===== src/rtl/ibex_dmem_adapter.sv =====
// LSU-to-SRAM data port adapter with bounded outstanding requests.
// Ports: clk_i/rst_ni; data_* LSU side; mem_* SRAM side; err_addr_o/err_clr_i.
// Optional range check: define IBEX_DMEM_RANGE_CHK_EN.
module ibex_dmem_adapter #(
  parameter int unsigned MemWords       = 4096,
  parameter logic [31:0] BaseAddr       = 32'h0010_0000,
  parameter int unsigned RespLatency    = 1,
  parameter int unsigned MaxOutstanding = 2
) (
  input  logic                        clk_i,
  input  logic                        rst_ni,
  input  logic                        data_req_i,
  output logic                        data_gnt_o,
  input  logic [31:0]                 data_addr_i,
  input  logic                        data_we_i,
  input  logic [3:0]                  data_be_i,
  input  logic [31:0]                 data_wdata_i,
  output logic                        data_rvalid_o,
  output logic [31:0]                 data_rdata_o,
  output logic                        data_err_o,
  output logic                        mem_req_o,
  input  logic                        mem_gnt_i,
  output logic                        mem_we_o,
  output logic [$clog2(MemWords)-1:0] mem_addr_o,
  output logic [31:0]                 mem_wmask_o,
  output logic [31:0]                 mem_wdata_o,
  input  logic [31:0]                 mem_rdata_i,
  output logic [31:0]                 err_addr_o,
  input  logic                        err_clr_i
);

  localparam int unsigned AW = $clog2(MemWords);
  localparam int unsigned L  = RespLatency;
  localparam logic [2:0]  MaxOut = 3'(MaxOutstanding);

  logic          in_range;
  logic          cap;
  logic          retire;
  logic          grant;
  logic [2:0]    cnt_q, cnt_d;
  logic [L-1:0]  vld_q, we_q, err_q;
  logic [31:0]   err_addr_q, err_addr_d;
  logic [31:0]   rdata_raw;

`ifdef IBEX_DMEM_RANGE_CHK_EN
  localparam logic [32:0] EndAddr =
    {1'b0, BaseAddr} + (33'(MemWords) << 2);
  assign in_range = ({1'b0, data_addr_i} >= {1'b0, BaseAddr}) &&
                    ({1'b0, data_addr_i} < EndAddr);
`else
  assign in_range = 1'b1;
`endif

  // A response retiring this cycle frees a slot for a same-cycle grant.
  assign retire = vld_q[L-1];
  assign cap    = (cnt_q < MaxOut) | retire;
  assign grant  = data_req_i & cap & (mem_gnt_i | ~in_range);

  assign data_gnt_o  = grant;
  assign mem_req_o   = data_req_i & in_range & cap;
  assign mem_we_o    = data_we_i;
  assign mem_addr_o  = data_addr_i[AW+1:2];
  assign mem_wdata_o = data_wdata_i;

  always_comb begin
    mem_wmask_o = '0;
    for (int i = 0; i < 4; i++) begin
      mem_wmask_o[8*i +: 8] = {8{data_be_i[i]}};
    end
  end

  always_comb begin
    cnt_d = cnt_q + {2'b00, grant} - {2'b00, retire};
  end

  always_ff @(posedge clk_i or negedge rst_ni) begin
    if (!rst_ni) begin
      cnt_q <= '0;
      vld_q <= '0;
      we_q  <= '0;
      err_q <= '0;
    end else begin
      cnt_q <= cnt_d;
      for (int i = L - 1; i > 0; i--) begin
        vld_q[i] <= vld_q[i-1];
        we_q[i]  <= we_q[i-1];
        err_q[i] <= err_q[i-1];
      end
      vld_q[0] <= grant;
      we_q[0]  <= grant & data_we_i;
      err_q[0] <= grant & ~in_range;
    end
  end

  generate
    if (L == 1) begin : g_direct
      assign rdata_raw = mem_rdata_i;
    end else begin : g_delay
      // SRAM data is only valid the cycle after grant, so it is
      // captured then and carried down to the response slot.
      logic [31:0] rd_q [L-1];
      always_ff @(posedge clk_i or negedge rst_ni) begin
        if (!rst_ni) begin
          for (int i = 0; i < L - 1; i++) begin
            rd_q[i] <= '0;
          end
        end else begin
          rd_q[0] <= vld_q[0] ? mem_rdata_i : 32'h0;
          for (int i = 1; i < L - 1; i++) begin
            rd_q[i] <= rd_q[i-1];
          end
        end
      end
      assign rdata_raw = rd_q[L-2];
    end
  endgenerate

  assign data_rvalid_o = vld_q[L-1];
  assign data_err_o    = vld_q[L-1] & err_q[L-1];
  assign data_rdata_o  =
    (vld_q[L-1] & ~we_q[L-1] & ~err_q[L-1]) ? rdata_raw : 32'h0;

  // A new error capture takes priority over a clear.
  always_comb begin
    err_addr_d = err_addr_q;
    if (grant & ~in_range) begin
      err_addr_d = data_addr_i;
    end else if (err_clr_i) begin
      err_addr_d = '0;
    end
  end

  always_ff @(posedge clk_i or negedge rst_ni) begin
    if (!rst_ni) begin
      err_addr_q <= '0;
    end else begin
      err_addr_q <= err_addr_d;
    end
  end

  assign err_addr_o = err_addr_q;

endmodule


===== config.mk =====
export PLATFORM = sky130hd
export DESIGN_NAME = ibex_dmem_adapter
export DESIGN_NICKNAME = d
export VERILOG_FILES = /design/src/rtl/ibex_dmem_adapter.sv
export SDC_FILE = /design/constraint.sdc
export NUM_CORES = 1
export LEC_CHECK = 0
export ABC_CLOCK_PERIOD_IN_PS = 1750
export CORE_AREA = 2 2 97 99
export CTS_CLUSTER_DIAMETER = 150
export DETAILED_ROUTE_END_ITERATION = 10
export DIE_AREA = 0 0 99 101
export PLACE_DENSITY = 0.67
export SKIP_CTS_REPAIR_TIMING = 1
export SYNTH_ARGS = -nofsm -noshare
export SYNTH_HDL_FRONTEND = slang
export SYNTH_SLANG_ARGS = --single-unit

===== constraint.sdc =====
create_clock -name clk_i -period 1.75 [get_ports clk_i]
set_input_delay 0.4375 -clock clk_i [delete_from_list [all_inputs] [get_ports clk_i]]
set_output_delay 0.4375 -clock clk_i [all_outputs]
set_load 0.01 [all_outputs]

# Yosys cells after proc, flatten, opt, wreduce, memory -nomap -nowiden
# Index checks and enable logic that the tools add are counted.
[op_classes]
n_mux = 1
n_lt_le_gt_ge = 1
bitwise_logic = 6
n_addsub = 2
[op_table]
columns = ["op", "count"]
rows = [
  ["two-way mux 32 bit", 1],
  ["AND 1 bit", 4],
  ["adder 3 x 1 -> 3 bit", 1],
  ["< comparator 3 x 2 -> 1 bit, second input constant", 1],
  ["subtractor 3 x 1 -> 3 bit", 1],
  ["NOT 1 bit", 1],
  ["OR 1 bit", 1],
]
[word_totals]
word_cells = 13
out_inout_bits = 145
inputBits = 106
register_bits = 5

# Depth between registers and ports, before layout
# Gate-level depths: netlist of run 1.
[logic_depth]
word_depth = 6
mapped_depth = 6

# Least setup slack after synthesis of run 1
# OpenSTA, ideal clock, no wires.
[synth_timing]
path_type = "reg2reg"
startpoint = "register vld_q, in the netlist data_rvalid_o"
endpoint = "register cnt_q[2]"
stages_incl_launch_ff = 6
n_path_buf = 1
period_less_slack_ps = 1741
t_arrival_ps = 1618
setup_slack_ps = 9
cell_sequence = "dfrtp_1 buf_6 o211a_1 ha_1 fa_1 xnor2_1"
[synth_via]
elab_chain_cells = 5
[synth_rtl]
columns = ["item", "line", "source"]
rows = [
  ["from (decl)", "41", "logic [L-1:0] vld_q, we_q, err_q;"],
  ["from (signal, indexed assignment)", "85", "vld_q[i] <= vld_q[i-1];"],
  ["OR 1 bit", "56", "assign cap = (cnt_q < MaxOut) | retire;"],
  ["AND 1 bit (2 in series)", "57", "assign grant = data_req_i & cap & (mem_gnt_i | ~in_range);"],
  ["net data_gnt_o", "13", "output logic data_gnt_o,"],
  ["adder 3 x 1 -> 3 bit", "73", "cnt_d = cnt_q + {2'b00, grant} - {2'b00, retire};"],
  ["subtractor 3 x 1 -> 3 bit", "73", ""],
  ["net cnt_d[2]", "40", "logic [2:0] cnt_q, cnt_d;"],
  ["to (signal assigned)", "83", "cnt_q <= cnt_d;"],
  ["to (decl)", "40", ""],
]
# The timed path passes the listed nets, and every way through them passes these cells.

# Worst setup path after layout of run 1
[layout_timing]
startpoint = "register vld_q, in the netlist data_rvalid_o"
endpoint = "output port data_rdata_o[20]"
[layout_via]
elab_chain_cells = 2
[layout_rtl]
columns = ["item", "line", "source"]
rows = [
  ["AND 1 bit", "121", "(vld_q[L-1] & ~we_q[L-1] & ~err_q[L-1]) ? rdata_raw : 32'h0;"],
  ["two-way mux 32 bit", "121", ""],
  ["to (decl)", "19", "output logic [31:0] data_rdata_o,"],
]
# Every way passes these cells.

==> results of run 1 <==
power breakdown:
part           internal, mW  switching [mW]  total [mW]
Clock                 0.156          0.0521       0.208
Combinational        0.0719          0.0452       0.117
Sequential            0.116               0       0.116
worst min-delay path by stage:
stage | startpoint | endpoint | slack (ns) | depth (start not counted)
6_report | rst_ni | cnt_q[0] | 0.44 | 1
5_1_grt | rst_ni | we_q | 0.46 | 1
4_1_cts | rst_ni | cnt_q[0] | 0.44 | 1
3_5_place_dp | cnt_q[2] | cnt_q[2] | 0.63 | 3
3_3_place_gp | cnt_q[2] | cnt_q[2] | 0.61 | 3
2_1_floorplan | rst_ni | cnt_q[0] | 0.14 | 0
synthesized netlist by cell type (all sizes together):
library cell / n / area share, %
buf: 116 / 62
and3b: 32 / 20
dfrtp: 5 / 8.9
inv: 5 / 1.3
ha: 3 / 2.7
conb: 1 / 0.27
fa: 1 / 1.4
o2111a: 1 / 0.80
o211a: 1 / 0.71
o21a: 1 / 0.54
xnor2: 1 / 0.62
kinds of logic after synthesis:
kind of cell | share of synthesized area, %
other | 0.267
DFF | 8.92
buffers and inverters | 63.7
adders and majority gates | 4.10
xor gates and xnor gates | 0.625
AOI/OAI and AO/OA | 2.05
and+or+nand+nor | 20.3
metal layers:
metal / vias to the layer above / global-route usage (%) / part of all wire [%]
met2: 103 / 9.20 / 56
met3: 12 / 2.50 / 17
li1: 392 / - / -
met4: 0 / 2.53 / 2.1
met5: - / 0 / 0
met1: 390 / 3.54 / 26
critical path: stages (launching register included):
cell and delay (ns):
dfrtp_2 0.42, buf_4 0.15, clkbuf_16 0.16, and3b_1 0.17, dlymetal6s2s_1 0.16
per-stage QoR:
| stage | setup slack, ns | hold WS, ns | setup TNS (ns) | power, mW | instance area (µm²) |
|---|---|---|---|---|---|
| 2_1_floorplan | 0.00942 | 0.142 | 0 | 0.385 | 1520 |
| 3_5_place_dp | -0.355 | 0.634 | -9.79 | 0.234 | 1590 |
| 5_1_grt | -0.00983 | 0.464 | -0.0168 | 0.461 | 1700 |
| 3_3_place_gp | -0.356 | 0.614 | -9.67 | 0.234 | 1590 |
| 4_1_cts | -0.359 | 0.443 | -9.51 | 0.448 | 1630 |
| 6_report | 0.0311 | 0.438 | 0 | 0.442 | 1700 |
layout by cell type, fill, tap and decap left out:
cell	count
conb_1	33
inv_2	1
dfrtp_1	4
o21a_1	1
clkdlybuf4s50_1	36
clkbuf_8	3
and3b_2	4
o2111a_1	1
fa_2	1
clkbuf_1	1
clkbuf_16	1
clkbuf_2	11
ha_4	1
o211a_1	1
xnor2_1	1
ha_1	1
buf_4	8
dfrtp_2	1
dlymetal6s2s_1	25
inv_1	4
and3b_1	28
buf_12	2
ha_2	1
registers in the layout (all words and copies together) (netlist names):
| register | flops |
|---|---|
| we_q | 1 |
| data_rvalid_o | 1 |
| cnt_q | 3 |
final cells by class:
cell class              instances  area [µm²]  share of cell area, %
repair buffers                 83         853                   50.1
clock buffers                   4        45.0                   2.64
well taps                     111         139                   8.15
inverters                       5        18.8                   1.10
multi-input cells              73         522                   30.6
flip-flops and latches          5         126                   7.42
==> results.toml, run 1 <==
[run_status]
status = "completed"

[synth]
synthCells = 167
ys_seq_elements = 5
yosys_warnings = 0
postSynthAreaPerCell_um2 = 8.40
syn_area_um2 = 1400
ys_seq_area_share_pct = 8.92
ys_types = 14

[setup_path]
r2r_slack_ns = 0.07
r2r-start = "data_rvalid_o"
crit_start = "data_rvalid_o"
r2r_end = "cnt_q[2]"
endpoint = "data_rdata_o[20]"
reg2reg_depth = 6
crit_fanout = 14
arrival_ns = 1.28
critPathLaunchType = "register"
crit_type = "reg2out"
cp-end-kind = "primary output"
required_ns = 1.31

[placed_design]
portBuffers = 72
dpl.hpwl_mm = 2.24
place_congestion = 0.669
dp_cells = 273

[power]
p_per_area_nw_per_um2 = 259
peakVddDrop_uv = 279
p_leak_nw = 1.27

[grt]
grt_pass1_vias = 929
track_usage_pct = 4.66
grt_max_degree = 30
grt_pass1_wl_mm = 3.85
overflow = 0
grt_antenna_before_repair = 0

[final_layout]
final_core_util_pct = 19.0
diodes = 0
fillers = 975
area_delta_synth_final_pct = 21.5
final_cell_count_no_fill = 281
drive_gt1_share_pct = 20.0
nets = 281

[detailed_routing]
first_pass_iters = 2
antenna_left = 0
first_iter_violations = 2
wl_per_cell_um = 9.71
routed_via_density = 3.19
drc = 0
routed_wl_mm = 2.73
vias = 897

[timing]
drv_slew = 0
setup_viol_count_final = 0
finalCritPeriodShare_pct = 98.2
finClkSkew_ns = 0.00187
fmax_mhz = 582
fin_crit_ns = 1.72
hold_viol = 0

[cts]
cts_tree = "built"
htreeDepth = 1
clock_latency_ns = 0.22
clockRootBuffer = "clkbuf_8"
path_clk_slew_ns = 0.03
numClockSinks = 5
clk_path_buf_depth = 2
numCtsBuffers = 3

[floorplanning]
fp.dieH_um = 101
ioPinCount = 251
row_count = 35
dieWidth_um = 99
coreArea_um2 = 8980
die_area_um2 = 10000
initial_core_util_pct = 15.6

[min_path]
hold_class = "in2async"

[run]
maxCapViolCount = 0
(Power assumes the default switching activity.)
==> run 2: changes to the inputs <==
- ABC_CLOCK_PERIOD_IN_PS: 1750 -> 1900
- CORE_AREA: 2 2 97 99 -> 2 2 98 100
- DIE_AREA: 0 0 99 101 -> 0 0 100 102
- GPL_ROUTABILITY_DRIVEN: unset -> 0
- PLACE_DENSITY: 0.67 -> unset
- clock period: 1.75 -> 1.9 ns (I/O delays scaled with it)
==> results.toml, run 2 (synthesis results as in run 1) <==
[detailed_routing]
drc = 0
first_iter_violations = 7
wl_per_cell_um = 9.17
vias = 860
first_pass_iters = 2
routed_via_density = 3.13
routed_wl_mm = 2.52
antenna_left = 0

[timing]
layout_setup_ws_ns = 0.0945
finClkSkew_ns = 0.000905
rsz0062_at_grt = "false"
setup_tns_ns = 0
drv_slew = 0
finalCritPeriodShare_pct = 95.0
fin_crit_ns = 1.81
fmax_mhz = 554
setup_viol_count_final = 0
hold_viol = 0

[setup_path]
cp_slowest_cell = "fa_1"
slowest_delay_ns = 0.39
crit_fanout = 3
critPathLaunchType = "register"
path_delay_family = "adder cells"
required_ns = 2.00
cp_common_cell = "ha_1"
cp-end-kind = "register"
arrival_ns = 1.91
path_cells = "inv_1 -> ha_1 -> o211a_1 -> buf_4 -> ha_1 -> fa_1 -> xnor2_1"
crit_type = "reg2reg"
crit_buf_inv = 2

[grt]
grt_pass1_vias = 809
grt.met2_usage_pct = 7.07
overflow = 0
grt_max_degree = 38
grt-busiest-layer = "met2"
grt_use_met1_pct = 3.62
grt_util_met3_pct = 3.08
track_usage_pct = 4.19
grt_pass1_wl_mm = 3.56
grt_antenna_before_repair = 0

[power]
p_per_area_nw_per_um2 = 241
total_power_mw = 0.411
peakVddDrop_uv = 529
p_leak_nw = 1.43

[floorplanning]
ioPinCount = 251
row_count = 35
coreArea_um2 = 9110
fp.dieH_um = 102
die_area_um2 = 10200
dieWidth_um = 100
initial_core_util_pct = 15.4

[cts]
numClockSinks = 5
clk_path_buf_depth = 2
clock_latency_ns = 0.22
clockRootBuffer = "clkbuf_8"
numCtsBuffers = 3
path_clk_slew_ns = 0.04
cts_tree = "built"
htreeDepth = 1

[final_layout]
layout_common_cells = "clkdlybuf4s50_1, dlymetal6s2s_1, conb_1"
largest_reg_flops = 3
nets = 275
layout_commonest_cell = "clkdlybuf4s50_1"
final_core_util_pct = 18.7
diodes = 0
drive_gt1_share_pct = 7.32
final_cell_count_no_fill = 275
area_delta_synth_final_pct = 21.4
regMostFlops = "cnt_q"
fillers = 1034

[placed_design]
dp_cells = 271
portBuffers = 72
pre_cts_slack_ns = -0.261
dpl.hpwl_mm = 2.09

[min_path]
hold_class = "in2async"

[run]
maxCapViolCount = 0

[run_status]
status = "completed"
-- run 2: cell count changes in the layout (fill, tap and decap cells not counted), sizes merged --
cell           delta
dlymetal6s2s     +10
clkbuf           -12
buf               -5
clkdlybuf4s50     +1
-- run 2: final timing paths --
path | end | from | slack (ns) | cells after the start
max in group asynchronous | cnt_q[2] | rst_ni | 1.22 | 1
worst min register to register | cnt_q[2] | cnt_q[2] | 0.63 | 3
worst min-delay path | cnt_q[1] | rst_ni | 0.48 | 1
min in group clk_i | cnt_q[2] | cnt_q[2] | 0.63 | 3
worst max register to register | cnt_q[2] | cnt_q[1] | 0.09 | 7
worst max-delay path | cnt_q[2] | cnt_q[1] | 0.09 | 7
-- run 2: cell type report --
| type | count | area [µm²] | area share (%) |
|---|---|---|---|
| Inverter | 5 | 18.8 | 1.10 |
| Multi-Input combinational cell | 73 | 504 | 29.6 |
| Tap cell | 111 | 139 | 8.16 |
| Timing Repair Buffer | 77 | 871 | 51.1 |
| Sequential cell | 5 | 125 | 7.35 |
| Clock buffer | 4 | 45.0 | 2.65 |
-- run 2: per-layer routing --
layer	vias up	wire, µm
met4	0	40
met5	-	0
met2	92	1250
met1	369	819
met3	17	417
li1	382	-
-- run 2: where the power goes --
group | internal [mW] | switching [mW] | total [mW]
logic | 0.0665 | 0.0415 | 0.108
clock network | 0.144 | 0.0515 | 0.195
registers | 0.107 | 0 | 0.107
total | 0.318 | 0.0930 | 0.411
-- run 2: worst register-to-register path, delay by kind of cell (launching register included) --
family          cells  cell delay (ns)
flops               1             0.32
xor+xnor            1             0.14
fa+ha+maj           3             0.80
buf+inv             2             0.21
compound gates      1             0.22
-- run 2: through the flow --
| stage | hold WS (ns) | cell area (µm²) |
|---|---|---|
| final | 0.484 | 1700 |
| after global routing | 0.496 | 1700 |
| after CTS | 0.481 | 1620 |
| after detailed placement | 0.621 | 1570 |
| after global placement | 0.617 | 1570 |
| after floorplan | 0.179 | 1520 |
